`config.mk`:
```
export PLATFORM = sky130hd
export DESIGN_NAME = game_text_buf_flat
export DESIGN_NICKNAME = d
export VERILOG_FILES = /design/src/rtl/vga_pkg.sv /design/src/rtl/game_text_buf_if.sv /design/src/rtl/game_text_ram.sv /design/src/rtl/game_text_buf.sv /design/src/flat_wrapper.sv
export SDC_FILE = /design/constraint.sdc
export NUM_CORES = 1
export LEC_CHECK = 0
export CORE_MARGIN = 4
export CORE_UTILIZATION = 35
export DETAILED_ROUTE_END_ITERATION = 8
export GPL_TIMING_DRIVEN = 0
export HOLD_SLACK_MARGIN = 0.02
export RECOVER_POWER = 25
export SLEW_MARGIN = 0
export SYNTH_ARGS = -nofsm -noshare
export SYNTH_HDL_FRONTEND = slang
export SYNTH_SLANG_ARGS = --single-unit
export TNS_END_PERCENT = 10
```
`constraint.sdc`:
```
create_clock -name clk_i -period 8.6 [get_ports clk_i]
set_clock_uncertainty 0.2 [all_clocks]
set_input_delay 1.72 -clock clk_i [delete_from_list [all_inputs] [get_ports clk_i]]
set_output_delay 1.72 -clock clk_i [all_outputs]
set_load 0.01 [all_outputs]
```
`src/rtl/vga_pkg.sv`:
```
// Character code constants shared by the VGA text/font stages.
package vga_pkg;

  localparam int unsigned TXT_CW = 7;

  localparam logic [TXT_CW-1:0] SPACE = 7'h20;
  localparam logic [TXT_CW-1:0] CH_A  = 7'h41;
  localparam logic [TXT_CW-1:0] CH_E  = 7'h45;
  localparam logic [TXT_CW-1:0] CH_O  = 7'h4F;
  localparam logic [TXT_CW-1:0] CH_Z  = 7'h5A;
  // Custom glyph slots: left and right selection arrows.
  localparam logic [TXT_CW-1:0] NKL   = 7'h10;
  localparam logic [TXT_CW-1:0] NKR   = 7'h11;

endpackage

```
`src/rtl/game_text_buf_if.sv`:
```
// Bus between game logic / renderer and the on-screen text buffer.
interface game_text_buf_if
  import vga_pkg::*;
#(
  parameter int unsigned ROWS = 4,
  parameter int unsigned COLS = 16,
  parameter int unsigned CW   = TXT_CW
);

  localparam int unsigned RW  = $clog2(ROWS);
  localparam int unsigned CLW = $clog2(COLS);
  localparam int unsigned AW  = RW + CLW;

  logic          wr_en;
  logic [AW-1:0] wr_xy;
  logic [CW-1:0] wr_char;
  logic [AW-1:0] char_xy;
  logic [CW-1:0] char_code;
  logic          char_hl;
  logic          sel_up;
  logic          sel_down;
  logic [RW-1:0] sel_row;
  logic          ready;

  // Game control and renderer side.
  modport master (
    output wr_en, wr_xy, wr_char, char_xy, sel_up, sel_down,
    input  char_code, char_hl, sel_row, ready
  );

  // Text buffer side.
  modport slave (
    input  wr_en, wr_xy, wr_char, char_xy, sel_up, sel_down,
    output char_code, char_hl, sel_row, ready
  );

endinterface

```
`src/rtl/game_text_ram.sv`:
```
// Simple dual-port RAM: one write port, one registered read-first read port.
// The array has no reset so it maps onto block/distributed RAM.
module game_text_ram #(
  parameter int unsigned DEPTH = 64,
  parameter int unsigned WIDTH = 7
) (
  input  logic                     clk_i,
  input  logic                     we_i,
  input  logic [$clog2(DEPTH)-1:0] waddr_i,
  input  logic [WIDTH-1:0]         wdata_i,
  input  logic [$clog2(DEPTH)-1:0] raddr_i,
  output logic [WIDTH-1:0]         rdata_o
);

  logic [WIDTH-1:0] mem_q [DEPTH];
  logic [WIDTH-1:0] rdata_q;

  // Write port.
  always_ff @(posedge clk_i) begin
    if (we_i) begin
      mem_q[waddr_i] <= wdata_i;
    end
  end

  // Registered read; sees the pre-write contents on a same-address collision.
  always_ff @(posedge clk_i) begin
    rdata_q <= mem_q[raddr_i];
  end

  assign rdata_o = rdata_q;

endmodule

```
`src/rtl/game_text_buf.sv`:
```
// Writable ROWS x COLS character buffer with self-clear after reset, a
// registered read port for the renderer and a wrapping row-selection counter.
module game_text_buf
  import vga_pkg::*;
#(
  parameter int unsigned ROWS = 4,
  parameter int unsigned COLS = 16,
  parameter int unsigned CW   = TXT_CW
) (
  input  logic           clk_i,
  input  logic           rst_i,
  game_text_buf_if.slave bus_io
);

  localparam int unsigned RW    = $clog2(ROWS);
  localparam int unsigned CLW   = $clog2(COLS);
  localparam int unsigned AW    = RW + CLW;
  localparam int unsigned DEPTH = ROWS * COLS;

  localparam logic [AW-1:0] LastAddr  = AW'(DEPTH - 1);
  localparam logic [CW-1:0] SpaceCode = CW'(SPACE);

  typedef enum logic {StClear, StIdle} state_e;

  state_e        state_q;
  logic [AW-1:0] clr_addr_q;
  logic          ready_q;
  logic [RW-1:0] sel_q, sel_d;
  logic          rd_idle_q;
  logic          hl_q;

  logic          ram_we;
  logic [AW-1:0] ram_waddr;
  logic [CW-1:0] ram_wdata;
  logic [CW-1:0] ram_rdata;

  // Clear sequencer: sweep every address once, then hand over to normal use.
  always_ff @(posedge clk_i) begin
    if (rst_i) begin
      state_q    <= StClear;
      clr_addr_q <= '0;
      ready_q    <= 1'b0;
    end else begin
      case (state_q)
        StClear: begin
          clr_addr_q <= clr_addr_q + AW'(1);
          if (clr_addr_q == LastAddr) begin
            state_q <= StIdle;
            ready_q <= 1'b1;
          end
        end
        StIdle:  ;
        default: state_q <= StClear;
      endcase
    end
  end

  // Write mux: clear engine owns the port until the sweep is done.
  always_comb begin
    ram_we    = 1'b0;
    ram_waddr = bus_io.wr_xy;
    ram_wdata = bus_io.wr_char;
    if (!rst_i) begin
      if (state_q == StClear) begin
        ram_we    = 1'b1;
        ram_waddr = clr_addr_q;
        ram_wdata = SpaceCode;
      end else begin
        ram_we = bus_io.wr_en;
      end
    end
  end

  // Selection next state; row count is a power of two so wrap is free.
  always_comb begin
    sel_d = sel_q;
    if (state_q == StIdle) begin
      if (bus_io.sel_up && !bus_io.sel_down) begin
        sel_d = sel_q - RW'(1);
      end else if (bus_io.sel_down && !bus_io.sel_up) begin
        sel_d = sel_q + RW'(1);
      end
    end
  end

  // Selection register.
  always_ff @(posedge clk_i) begin
    if (rst_i) begin
      sel_q <= '0;
    end else begin
      sel_q <= sel_d;
    end
  end

  // Read-side flags, aligned with the RAM's registered output.
  always_ff @(posedge clk_i) begin
    if (rst_i) begin
      rd_idle_q <= 1'b0;
      hl_q      <= 1'b0;
    end else begin
      rd_idle_q <= (state_q == StIdle);
      hl_q      <= (state_q == StIdle) && (bus_io.char_xy[AW-1:CLW] == sel_q);
    end
  end

  game_text_ram #(
    .DEPTH (DEPTH),
    .WIDTH (CW)
  ) u_ram (
    .clk_i   (clk_i),
    .we_i    (ram_we),
    .waddr_i (ram_waddr),
    .wdata_i (ram_wdata),
    .raddr_i (bus_io.char_xy),
    .rdata_o (ram_rdata)
  );

  // Reads sampled before the buffer is ready report blank cells.
  assign bus_io.char_code = rd_idle_q ? ram_rdata : SpaceCode;
  assign bus_io.char_hl   = hl_q;
  assign bus_io.sel_row   = sel_q;
  assign bus_io.ready     = ready_q;

endmodule
```
`src/flat_wrapper.sv`:
```
// flat-port wrapper written by rule: the top's interface ports become plain ports
module game_text_buf_flat import vga_pkg::*;
#(
  parameter int unsigned ROWS = 4,
  parameter int unsigned COLS = 16,
  parameter int unsigned CW   = TXT_CW
)
  (clk_i, rst_i, bus_io_wr_en, bus_io_wr_xy, bus_io_wr_char, bus_io_char_xy, bus_io_sel_up, bus_io_sel_down, bus_io_char_code, bus_io_char_hl, bus_io_sel_row, bus_io_ready);
  game_text_buf_if #(.ROWS(ROWS), .COLS(COLS), .CW(CW)) bus_io_i ();
  input  logic clk_i;
  input  logic rst_i;
  input wire logic [$bits(bus_io_i.wr_en)-1:0] bus_io_wr_en;
  input wire logic [$bits(bus_io_i.wr_xy)-1:0] bus_io_wr_xy;
  input wire logic [$bits(bus_io_i.wr_char)-1:0] bus_io_wr_char;
  input wire logic [$bits(bus_io_i.char_xy)-1:0] bus_io_char_xy;
  input wire logic [$bits(bus_io_i.sel_up)-1:0] bus_io_sel_up;
  input wire logic [$bits(bus_io_i.sel_down)-1:0] bus_io_sel_down;
  output wire logic [$bits(bus_io_i.char_code)-1:0] bus_io_char_code;
  output wire logic [$bits(bus_io_i.char_hl)-1:0] bus_io_char_hl;
  output wire logic [$bits(bus_io_i.sel_row)-1:0] bus_io_sel_row;
  output wire logic [$bits(bus_io_i.ready)-1:0] bus_io_ready;
  assign bus_io_i.wr_en = bus_io_wr_en;
  assign bus_io_i.wr_xy = bus_io_wr_xy;
  assign bus_io_i.wr_char = bus_io_wr_char;
  assign bus_io_i.char_xy = bus_io_char_xy;
  assign bus_io_i.sel_up = bus_io_sel_up;
  assign bus_io_i.sel_down = bus_io_sel_down;
  assign bus_io_char_code = bus_io_i.char_code;
  assign bus_io_char_hl = bus_io_i.char_hl;
  assign bus_io_sel_row = bus_io_i.sel_row;
  assign bus_io_ready = bus_io_i.ready;
  game_text_buf #(.ROWS(ROWS), .COLS(COLS), .CW(CW)) u_core (.clk_i(clk_i), .rst_i(rst_i), .bus_io(bus_io_i));
endmodule
```
==> metrics.md <==
| Metric | Value |
|---|---|
| Status | `finished, violations left` |
| Failing checks | `max-capacitance violations, max-slew violations` |
| Worst-case reg-to-reg path depth | `4` |
| Multi-input logic area | `4180 um^2` |
| Number of flops mapped to enable cells by yosys | `448` |
| Die ar. | `~56,000 um^2` |
| Initial antenna violation count | `1` |
| Worst hold path type | `flip-flop to flip-flop` |
| WL per Instance | `approximately 26 um` |
| Post-CTS setup buffer count | `0` |
| Storage element area | `between 10,000 and 15,000 um^2` |
| Ratio of cells with drive above 1 in the final layout | `0.206` |
| Lkg Pwr | `between 6 and 7 nW` |
| Max clock buf depth | `3` |
| Sw Ratio | `0.210` |
| Worst-path clk slew | `0.05 ns` |
| H-tree level count | `2` |
| Clock power frac | `0.427` |
| VDD IR-drop max | `0.135 mV` |
| Routed Wire Length | `about 45,000 um` |
| Max incr delay on CP | `about 1.4 ns` |
| DRC | `0` |
| CP most frequent cell | `clkbuf_1` |
| CP Class | `primary input to flip-flop` |
| Main synth FF type | `edfxtp_1` |
| Diode count | `0` |
| Die width | `roughly 240 um` |
| Worst Path Arrival | `~5.5 ns` |
| Vias | `between 9,000 and 10,000` |
| Synth Net Count | `approximately 940` |
| Slew Viols, Final | `around 230` |
| Hold buffers post-CTS | `0` |
| Critical Path Fanout Max | `40` |
| FFs w/ async S/R, synth | `0` |
| Largest area contributor in the netlist | `edfxtp_1` |
| First-pass DRT Iterations | `5` |
| Seq/Total Area, Yosys | `0.759` |
| Synth Warn # | `0` |
| Logic gate share of total power | `0.052` |
| Max-cap violations | `7` |
| Post-layout util | `0.409` |
| Most frequent cells in the layout | `edfxtp_1, mux4_2, nor2_1` |
| Psw | `slightly above 1 mW` |
| Core box area | `~50,000 um^2` |
| CTS Buf Count | `between 40 and 50` |
| Pwr Density | `approximately 230 nW/um^2` |
| # setup viols final | `0` |
| CP startpoint kind | `primary input` |
| Worst skew pair latency | `about 0.58 ns` |
| Synthesized area per cell | `about 20 um^2` |
| Worst Tran Pin Value | `2.77 ns` |
| CTS tree | `yes` |
| Final period utilization | `0.649` |
| P_int | `3.81 mW` |
| Fill cells | `roughly 4,500` |
| PostCTS Resize Cnt | `0` |
| Placed cell area | `between 15,000 and 20,000 um^2` |
| Largest net degree at the start of global routing | `65` |
| # nets final | `approximately 1,000` |
| Commonest non-fill, non-tap cell in the layout | `edfxtp_1` |
| Distinct cells, synth | `45` |
| Instance count on the critical path | `5` |
| Achievable Freq | `around 0.18 GHz` |
| CTS Root Cell | `clkbuf_16` |
| Max-slew headroom | `-0.852` |
| GRT Overall Usage | `0.158` |
| Reg power frac | `0.521` |
| Number of synthesized register bits | `roughly 470` |
| Area share of the largest cell type after synthesis | `0.738` |
| Post-layout min period | `around 5.6 ns` |
| Starting DRT DRC Count | `between 1,000 and 1,500` |
| Total congestion overflow | `0` |
| Cells after Synth | `about 920` |
| Cell area after layout | `between 20,000 and 25,000 um^2` |
| Port bufs | `30` |
| Routed Antenna Nets | `0` |
| Synth area leaders | `edfxtp_1, mux4_2, dfxtp_1, nor2_1, mux2i_1` |
| Top-Level Pins | `35` |
| Area grow syn2layout | `15.4%` |
| RePlAce Congestion | `slightly above 0.8` |
| Clock Sinks | `about 470` |
| First-pass GRT wire length | `between 60,000 and 70,000 um` |
| Slowest CP cell | `clkbuf_1` |
| CP Cell Sequence | `dlygate4sd3_1 -> nor2_1 -> clkbuf_1 -> nor2b_1 -> clkbuf_1` |
| Vias in the first global route | `approximately 9,400` |
| CP Buf/Inv Count | `3` |
| Starting Density | `0.355` |
| Die Span Y | `about 240 um` |
| Data required, critical path | `between 8 and 9 ns` |
| Final Hold Vio Count | `0` |
| Dpl hpwl | `29,500 um` |
| Worst hold path depth | `2` |
| DR vias/cell | `5.39` |
| Setup TNS | `0 ns` |
| Critical Path End Type | `flip-flop` |
| Top delay family on crit path | `buffers and inverters` |
| Area of the mapped netlist | `between 15,000 and 20,000 um^2` |
| RSZ-0062 raised after global routing | `no` |
| # rows | `83` |
worst register-to-register path, cell delays in order, from the launching register on:
cell and delay (ns):
dfxtp_1 0.34, nor2_1 0.13, clkbuf_1 0.24, nor2b_1 1.28, clkbuf_1 1.43
cell type report:
type                    count  area share
flip-flops and latches    467       0.657
repair buffers             37      0.0190
well taps                 680      0.0404
clock buffers              75      0.0668
multi-input cells         402       0.198
inverters                   3    0.000535
clock inverters            14     0.00719
plain buffers              46      0.0103
power groups by stage:
stage / clock network (mW) / logic (mW) / registers, mW
6_report: 2.06 / 0.252 / 2.51
5_1_grt: 2.18 / 0.268 / 2.51
4_1_cts: 2.09 / 0.259 / 2.51
3_5_place_dp: 0 / 0.258 / 2.56
3_3_place_gp: 0 / 0.242 / 2.56
2_1_floorplan: 0 / 0.148 / 2.56
stage by stage:
stage	instances	worst slack, ns	hold slack (ns)	power, mW
final	1724	3.02	0.282	4.82
after global routing	1724	2.63	0.306	4.96
after CTS	1724	3.65	0.305	4.86
after detailed placement	1635	3.04	0.283	2.82
after global placement	1628	1.42	0.260	2.81
after floorplan	918	4.27	0.283	2.71
worst paths after layout:
kind | start | slack, ns | end
min reg2reg | u_core.bus_io.ready$_SDFFE_PP0P_ | 0.28 | u_core.bus_io.ready$_SDFFE_PP0P_
max reg2reg | u_core.state_q$_SDFF_PP0_ | 4.47 | u_core.u_ram.mem_q[26][3]$_DFFE_PP_
max | rst_i | 3.02 | u_core.u_ram.mem_q[26][3]$_DFFE_PP_
min | u_core.bus_io.ready$_SDFFE_PP0P_ | 0.28 | u_core.bus_io.ready$_SDFFE_PP0P_
flip-flops by register name, indices dropped and copies added (netlist names):
name,cells
u_core.state_q,1
u_core.bus_io.ready,1
u_core.u_ram.mem_q,448
u_core.bus_io.sel_row,2
u_core.rd_idle_q,1
u_core.clr_addr_q,6
u_core.u_ram.rdata_o,7
u_core.bus_io.char_hl,1
cells in the mapped netlist (2+ instances only):
cell	n
buf_1	2
buf_2	20
nand3_1	10
nand2b_1	8
mux4_2	108
a221oi_1	4
o21ai_0	11
a21oi_1	12
o22ai_1	13
clkbuf_1	19
nor3_1	7
a211oi_1	7
a22o_1	4
o221ai_1	11
mux2_2	9
nor2_1	79
xor2_1	4
nand2_1	33
inv_1	3
or2_2	3
nand3b_1	8
nor2b_1	16
o31ai_1	2
o211ai_1	4
a211o_1	2
a32o_1	2
edfxtp_1	448
and2_0	2
mux2i_1	14
or3_1	2
xnor2_1	4
ha_1	2
a22oi_1	2
buf_4	5
dfxtp_1	19
and2_1	9
a31oi_1	2
cell families (layout without fill, tap and decap cells):
kind of cell               Yosys count  count (layout)  share of synthesized area
DFF                                467             467                      0.759
and+or+nand+nor                    181             181                     0.0464
muxes                              131             131                      0.147
AOI/OAI and AO/OA                   80              80                     0.0308
buffers and inverters               49             175                     0.0125
xor gates and xnor gates             8               8                    0.00384
adders and majority gates            2               2                    0.00137
layer usage:
| layer | vias up | share of wire | track usage |
|---|---|---|---|
| met4 | 0 | 0.033 | 0.0563 |
| li1 | 3939 | - | - |
| met1 | 4852 | 0.43 | 0.226 |
| met3 | 90 | 0.088 | 0.0417 |
| met2 | 405 | 0.45 | 0.236 |
| met5 | - | 0 | 0 |
No activity file was read; power rests on OpenSTA's default activity.
